==> config.mk <==
export PLATFORM = sky130hd
export DESIGN_NAME = irda_mir_decoder_flat
export DESIGN_NICKNAME = d
export VERILOG_FILES = /design/src/rtl/irda_mir_decoder_if.sv /design/src/rtl/irda_mir_decoder.sv /design/src/flat_wrapper.sv
export SDC_FILE = /design/constraint.sdc
export NUM_CORES = 1
export LEC_CHECK = 0
export BUFFER_PORTS_ARGS = -buffer_cell sky130_fd_sc_hd__buf_2
export CORE_MARGIN = 1
export CORE_UTILIZATION = 54
export DETAILED_ROUTE_END_ITERATION = 8
export GPL_TIMING_DRIVEN = 0
export PLACE_DENSITY = 0.75
export RECOVER_POWER = 50
export SLEW_MARGIN = 5
export SYNTH_ARGS = -nofsm -noshare
export SYNTH_HDL_FRONTEND = slang
export SYNTH_SLANG_ARGS = --single-unit
==> constraint.sdc <==
create_clock -name clk -period 1.9 [get_ports clk]
set_input_delay 0.095 -clock clk [delete_from_list [all_inputs] [get_ports clk]]
set_output_delay 0.095 -clock clk [all_outputs]
set_load 0.005 [all_outputs]
==> src/rtl/irda_mir_decoder_if.sv <==
// Recovered-bit stream from the MIR bit decoder to the MIR deframer.
// Handshake: mir_rx_valid_o is a one-clk strobe qualifying mir_rx_decoded_o; there is no ready,
// the slave must accept every strobe. mir_rx_err_o is an independent one-clk strobe.
interface irda_mir_decoder_if;
  logic mir_rx_decoded_o;
  logic mir_rx_valid_o;
  logic mir_rx_active_o;
  logic mir_rx_err_o;

  modport master (
    output mir_rx_decoded_o,
    output mir_rx_valid_o,
    output mir_rx_active_o,
    output mir_rx_err_o
  );

  modport slave (
    input mir_rx_decoded_o,
    input mir_rx_valid_o,
    input mir_rx_active_o,
    input mir_rx_err_o
  );
endinterface

==> src/rtl/irda_mir_decoder.sv <==
// MIR receive bit decoder: samples the IR line four times per bit, locks its phase counter to
// incoming pulses and emits one recovered bit per bit period (pulse in phase 2 = '0', none = '1').
module irda_mir_decoder #(
  parameter int unsigned IDLE_LIMIT = 7
) (
  input  logic                      clk,
  input  logic                      wb_rst_i,
  input  logic                      mir_rx_i,
  input  logic                      fast_enable,
  input  logic                      mir_mode,
  input  logic                      rx_select,
  irda_mir_decoder_if.master        rx_if,
  output logic                      state_dbg_o
);

  typedef enum logic {
    S_UNLOCKED = 1'b0,
    S_LOCKED   = 1'b1
  } state_e;

  localparam logic [4:0] LIMIT = 5'(IDLE_LIMIT);

  state_e      state_q;
  logic        sync1_q;
  logic        sync_q;
  logic        prev_q;
  logic        pulse_seen_q;
  logic        decoded_q;
  logic        valid_q;
  logic        active_q;
  logic        err_q;
  logic [1:0]  phase_q;
  logic [3:0]  ones_cnt_q;

  logic        en;
  logic        rx_edge;
  logic [1:0]  cur_phase;
  logic [4:0]  ones_inc;

  assign en        = mir_mode & rx_select;
  assign rx_edge   = sync_q & ~prev_q;
  // A pulse always re-anchors the counter to phase 2, even when it arrives out of place.
  assign cur_phase = rx_edge ? 2'd2 : phase_q;
  assign ones_inc  = {1'b0, ones_cnt_q} + 5'd1;

  always_ff @(posedge clk or posedge wb_rst_i) begin
    if (wb_rst_i) begin
      sync1_q <= 1'b0;
      sync_q  <= 1'b0;
    end else begin
      sync1_q <= mir_rx_i;
      sync_q  <= sync1_q;
    end
  end

  always_ff @(posedge clk or posedge wb_rst_i) begin
    if (wb_rst_i) begin
      state_q      <= S_UNLOCKED;
      prev_q       <= 1'b0;
      pulse_seen_q <= 1'b0;
      decoded_q    <= 1'b0;
      valid_q      <= 1'b0;
      active_q     <= 1'b0;
      err_q        <= 1'b0;
      phase_q      <= 2'd0;
      ones_cnt_q   <= 4'd0;
    end else begin
      valid_q <= 1'b0;
      err_q   <= 1'b0;
      if (fast_enable) begin
        prev_q <= sync_q;
      end
      if (!en) begin
        state_q      <= S_UNLOCKED;
        phase_q      <= 2'd0;
        pulse_seen_q <= 1'b0;
        ones_cnt_q   <= 4'd0;
        active_q     <= 1'b0;
      end else if (fast_enable) begin
        unique case (state_q)
          S_UNLOCKED: begin
            if (rx_edge) begin
              state_q      <= S_LOCKED;
              phase_q      <= 2'd3;
              pulse_seen_q <= 1'b1;
              active_q     <= 1'b1;
            end
          end
          S_LOCKED: begin
            phase_q <= cur_phase + 2'd1;
            if (rx_edge) begin
              pulse_seen_q <= 1'b1;
              if (phase_q != 2'd2) begin
                err_q <= 1'b1;
              end
            end
            if (cur_phase == 2'd3) begin
              decoded_q    <= ~pulse_seen_q;
              valid_q      <= 1'b1;
              pulse_seen_q <= 1'b0;
              if (pulse_seen_q) begin
                ones_cnt_q <= 4'd0;
              end else if (ones_inc == LIMIT) begin
                // Long run of ones means the line went idle: emit this bit, then drop lock.
                state_q    <= S_UNLOCKED;
                phase_q    <= 2'd0;
                ones_cnt_q <= 4'd0;
                active_q   <= 1'b0;
              end else if (ones_cnt_q != 4'hF) begin
                ones_cnt_q <= ones_inc[3:0];
              end
            end
          end
          default: state_q <= S_UNLOCKED;
        endcase
      end
    end
  end

  assign rx_if.mir_rx_decoded_o = decoded_q;
  assign rx_if.mir_rx_valid_o   = valid_q;
  assign rx_if.mir_rx_active_o  = active_q;
  assign rx_if.mir_rx_err_o     = err_q;
  assign state_dbg_o            = state_q;

endmodule
==> src/flat_wrapper.sv <==
// flat-port wrapper written by rule: the top's interface ports become plain ports
module irda_mir_decoder_flat 
#(
  parameter int unsigned IDLE_LIMIT = 7
)
  (clk, wb_rst_i, mir_rx_i, fast_enable, mir_mode, rx_select, state_dbg_o, rx_if_mir_rx_decoded_o, rx_if_mir_rx_valid_o, rx_if_mir_rx_active_o, rx_if_mir_rx_err_o);
  irda_mir_decoder_if rx_if_i ();
  input  logic clk;
  input  logic wb_rst_i;
  input  logic mir_rx_i;
  input  logic fast_enable;
  input  logic mir_mode;
  input  logic rx_select;
  output logic state_dbg_o;
  output wire logic [$bits(rx_if_i.mir_rx_decoded_o)-1:0] rx_if_mir_rx_decoded_o;
  output wire logic [$bits(rx_if_i.mir_rx_valid_o)-1:0] rx_if_mir_rx_valid_o;
  output wire logic [$bits(rx_if_i.mir_rx_active_o)-1:0] rx_if_mir_rx_active_o;
  output wire logic [$bits(rx_if_i.mir_rx_err_o)-1:0] rx_if_mir_rx_err_o;
  assign rx_if_mir_rx_decoded_o = rx_if_i.mir_rx_decoded_o;
  assign rx_if_mir_rx_valid_o = rx_if_i.mir_rx_valid_o;
  assign rx_if_mir_rx_active_o = rx_if_i.mir_rx_active_o;
  assign rx_if_mir_rx_err_o = rx_if_i.mir_rx_err_o;
  irda_mir_decoder #(.IDLE_LIMIT(IDLE_LIMIT)) u_core (.clk(clk), .wb_rst_i(wb_rst_i), .mir_rx_i(mir_rx_i), .fast_enable(fast_enable), .mir_mode(mir_mode), .rx_select(rx_select), .rx_if(rx_if_i), .state_dbg_o(state_dbg_o));
endmodule
==> results_dict.tcl <==
set metrics [dict create \
    worst_pin_slew_ns 0.557 \
    place_congestion 0.718 \
    ant_nets 0 \
    final_util_pct 69.5 \
    syn_inst 83 \
    p_int_mw 0.440 \
    ys.flop_type "dfrtp_1" \
    htree_levels 1 \
    required_ns 2.06 \
    start_util_pct 61.7 \
    finalHoldViolCount 0 \
    drive_gt1_share_pct 25.5 \
    crit_family "simple AND/OR/NAND/NOR gates" \
    die-area_sq_mm 0.00174 \
    max_freq_mhz 569 \
    crit_cells 8 \
    nNetsFinal 108 \
    post_cts.repair.setup_buffers 0 \
    via_per_inst 5.74 \
    synth-seq-cells 15 \
    min_period_over_period_pct 92.4 \
    rsz0062_at_grt "no" \
    ys_async_sr_fraction_pct 100 \
    hpwl_microns 1070 \
    crit_top_cell "nand2b_1" \
    grt.overflow.total 0 \
    syn_nets 92 \
    pwr-share-clk_pct 30.2 \
    crit_buf_inv 1 \
    maxSlewViolCount 0 \
    cts-root-buf "clkbuf_4" \
    num-fill-cells 113 \
    vdd_drop_max_mv 0.356 \
    vias 649 \
    drv_cap 0 \
    switching_power_mw 0.142 \
    critPathKind "reg -> reg" \
    setup_viol 0 \
    swShare_pct 24.5 \
    ys_warn_count 0 \
    setup_tns_ns 0 \
    crit_fanout 8 \
    rrSetupSlack_ns 0.14 \
    final_area_sq_um 961 \
    grt_pass1_vias 602 \
    dr.pass1.iters 4 \
    setup_slack_ns 0.144 \
    sequentialPowerShare_pct 58.2 \
    cts_tree "done" \
    synth_cell_type_count 35 \
    wl_per_cell_microns 12.9 \
    cellPowerDensity_mw_per_mm2 606 \
    drt_iter0_markers 13 \
    cts_sinks 15 \
    syn2layout_area_growth_pct 12.6 \
    fin_worst_skew_ns 0.00300 \
    grt_pass1_wl_microns 2620 \
    cp-endpoint "u_core.ones_cnt_q[2]" \
    avgSynthCellArea_sq_um 10.3 \
    yosysSeqAreaShare_pct 44.0 \
    slowest_stage "dfrtp_1" \
    die-width_microns 41.8 \
    die_h_microns 41.8 \
    worst_path_largest_cell_delay_ns 0.39 \
    coreArea_sq_mm 0.00138 \
    ff2ff_path_depth 8 \
    antenna_cells 0 \
    cts_resized 0 \
    path_cells "nand2b_1 > nand2_1 > inv_1 > ha_1 > and3_2 > a21oi_4 > nand2b_1 > o211ai_2" \
    crit_start "u_core.prev_q" \
    clk_pin_slew_ns 0.09 \
    whs_ns 0.0953 \
    post_dp_cell_area_sq_um 917 \
    portBuffers 9 \
    postCtsHoldBufs 2 \
    layout_min_cycle_time_ns 1.76 \
    cts-buffers-inserted 3 \
    post-route-drc-count 0 \
    r2r_end "u_core.ones_cnt_q[2]" \
    post-place-ws_ns 0.161 \
    synth_edf_count 0 \
    end_kind "flop" \
    clock_latency_ns 0.27 \
    rows 13 \
    track_usage_pct 19.5 \
    ios 11 \
    cp.arrival_ns 1.91 \
    antenna_found_initial 0 \
    combPwrFrac_pct 11.6 \
    power.leakage_nw 0.465 \
    r2r_start "u_core.prev_q" \
    synth_area_sq_um 853 \
    wirelength_microns 1460 \
    grt_max_degree 16 \
    startpoint_type "flop" \
    relSlewSlack_pct 62.8 \
    hold_class "in -> reg" \
    outcome "finished, final reports clean" \
    clk_path_buf_depth 2 \
]
## cell usage after synthesis, types with 2 or more instances
master / instances / share of area (%)
dfrtp_1: 15 / 44
nand2_1: 7 / 3.1
o21ai_0: 6 / 3.5
inv_1: 5 / 2.2
nor2b_1: 5 / 3.7
nand2b_1: 4 / 2.9
ha_1: 3 / 4.4
a21oi_1: 2 / 1.2
a21oi_4: 2 / 3.8
a311oi_1: 2 / 2.1
and2_1: 2 / 1.5
buf_2: 2 / 1.2
nand3_1: 2 / 1.2
nor2_1: 2 / 0.88
o211ai_1: 2 / 1.8
o211ai_2: 2 / 2.9
o21ai_2: 2 / 2.1
## worst reg2reg max path: cells and delay by family (launching register included)
family	cells	cell delay (ns)
compound gates	2	0.29
buf+inv	1	0.06
flops	1	0.39
simple gates	4	0.70
fa+ha+maj	1	0.20
## flip-flops by register name (all words and copies together) (netlist names)
| name | cells |
|---|---|
| u_core.pulse_seen_q | 1 |
| u_core.prev_q | 1 |
| u_core.sync_q | 1 |
| u_core.rx_if.mir_rx_valid_o | 1 |
| u_core.ones_cnt_q | 4 |
| u_core.rx_if.mir_rx_err_o | 1 |
| u_core.state_dbg_o | 1 |
| u_core.rx_if.mir_rx_active_o | 1 |
| u_core.rx_if.mir_rx_decoded_o | 1 |
| u_core.phase_q | 2 |
| u_core.sync1_q | 1 |
## layout by cell type, fill, tap and decap left out, drive strengths merged
cell type / n
nor4: 1
nor3: 1
o31ai: 1
clkbuf: 6
inv: 5
or2: 1
nor2b: 5
and2b: 1
mux2: 1
nand4b: 1
a311oi: 3
nand4: 1
nand3: 2
o211a: 1
or4: 1
o21ai: 9
and3: 1
buf: 9
dfrtp: 15
o211ai: 4
nand3b: 1
a21oi: 4
and3b: 1
a31oi: 1
and2: 2
nand2: 8
nor2: 2
nor3b: 1
dlygate4sd3: 2
ha: 3
nand2b: 4
## power groups by stage
stage	combinational (mW)	clock, mW	sequential [mW]
floorplan	0.0492	0	0.343
global route	0.0766	0.193	0.341
detailed placement	0.0650	0	0.346
global placement	0.0636	0	0.345
finish	0.0674	0.176	0.339
CTS	0.0683	0.184	0.339
## metal layers
metal  vias to the layer above  global-route usage (%)  share of wire [%]
li1                        332                       -                  -
met1                       304                    24.4                 49
met2                        11                    31.9                 47
met3                         2                    4.35                3.1
met4                         0                    8.39                1.2
met5                         -                       0                  0
## worst min path at each step
stage	start	endpoint	slack, ns	cells past startpoint
detailed placement	wb_rst_i	u_core.rx_if.mir_rx_valid_o	0.18	2
floorplan	wb_rst_i	u_core.ones_cnt_q[0]	-0.004	1
finish	rx_select	u_core.rx_if.mir_rx_valid_o	0.1	3
global route	rx_select	u_core.rx_if.mir_rx_valid_o	0.11	3
CTS	rx_select	u_core.rx_if.mir_rx_valid_o	0.09	3
global placement	wb_rst_i	u_core.rx_if.mir_rx_decoded_o	0.17	2
## cells by family (layout without fill, tap and decap cells)
kind of cell	after synthesis	count (layout)	share of synthesized area (%)
flops	15	15	44.0
compound gates	23	23	23.0
simple gates	34	34	23.9
fa+ha+maj	3	3	4.40
buf+inv	7	22	3.37
mux	1	1	1.32
## stage by stage
stage	instances	total power, mW
5_1_grt	113	0.611
3_3_place_gp	107	0.408
4_1_cts	113	0.592
6_report	113	0.582
2_1_floorplan	83	0.392
3_5_place_dp	107	0.411
## final cells by class
type | count | area, sq um | share of cell area, %
timing repair buffer | 11 | 62.6 | 6.51
tap | 15 | 18.8 | 1.95
multi-input combinational | 61 | 449 | 46.7
sequential | 15 | 375 | 39.1
clock buffer | 4 | 26.3 | 2.73
buffer | 2 | 10.0 | 1.04
inverter | 5 | 18.8 | 1.95
Power figures use the tool's default switching activity.
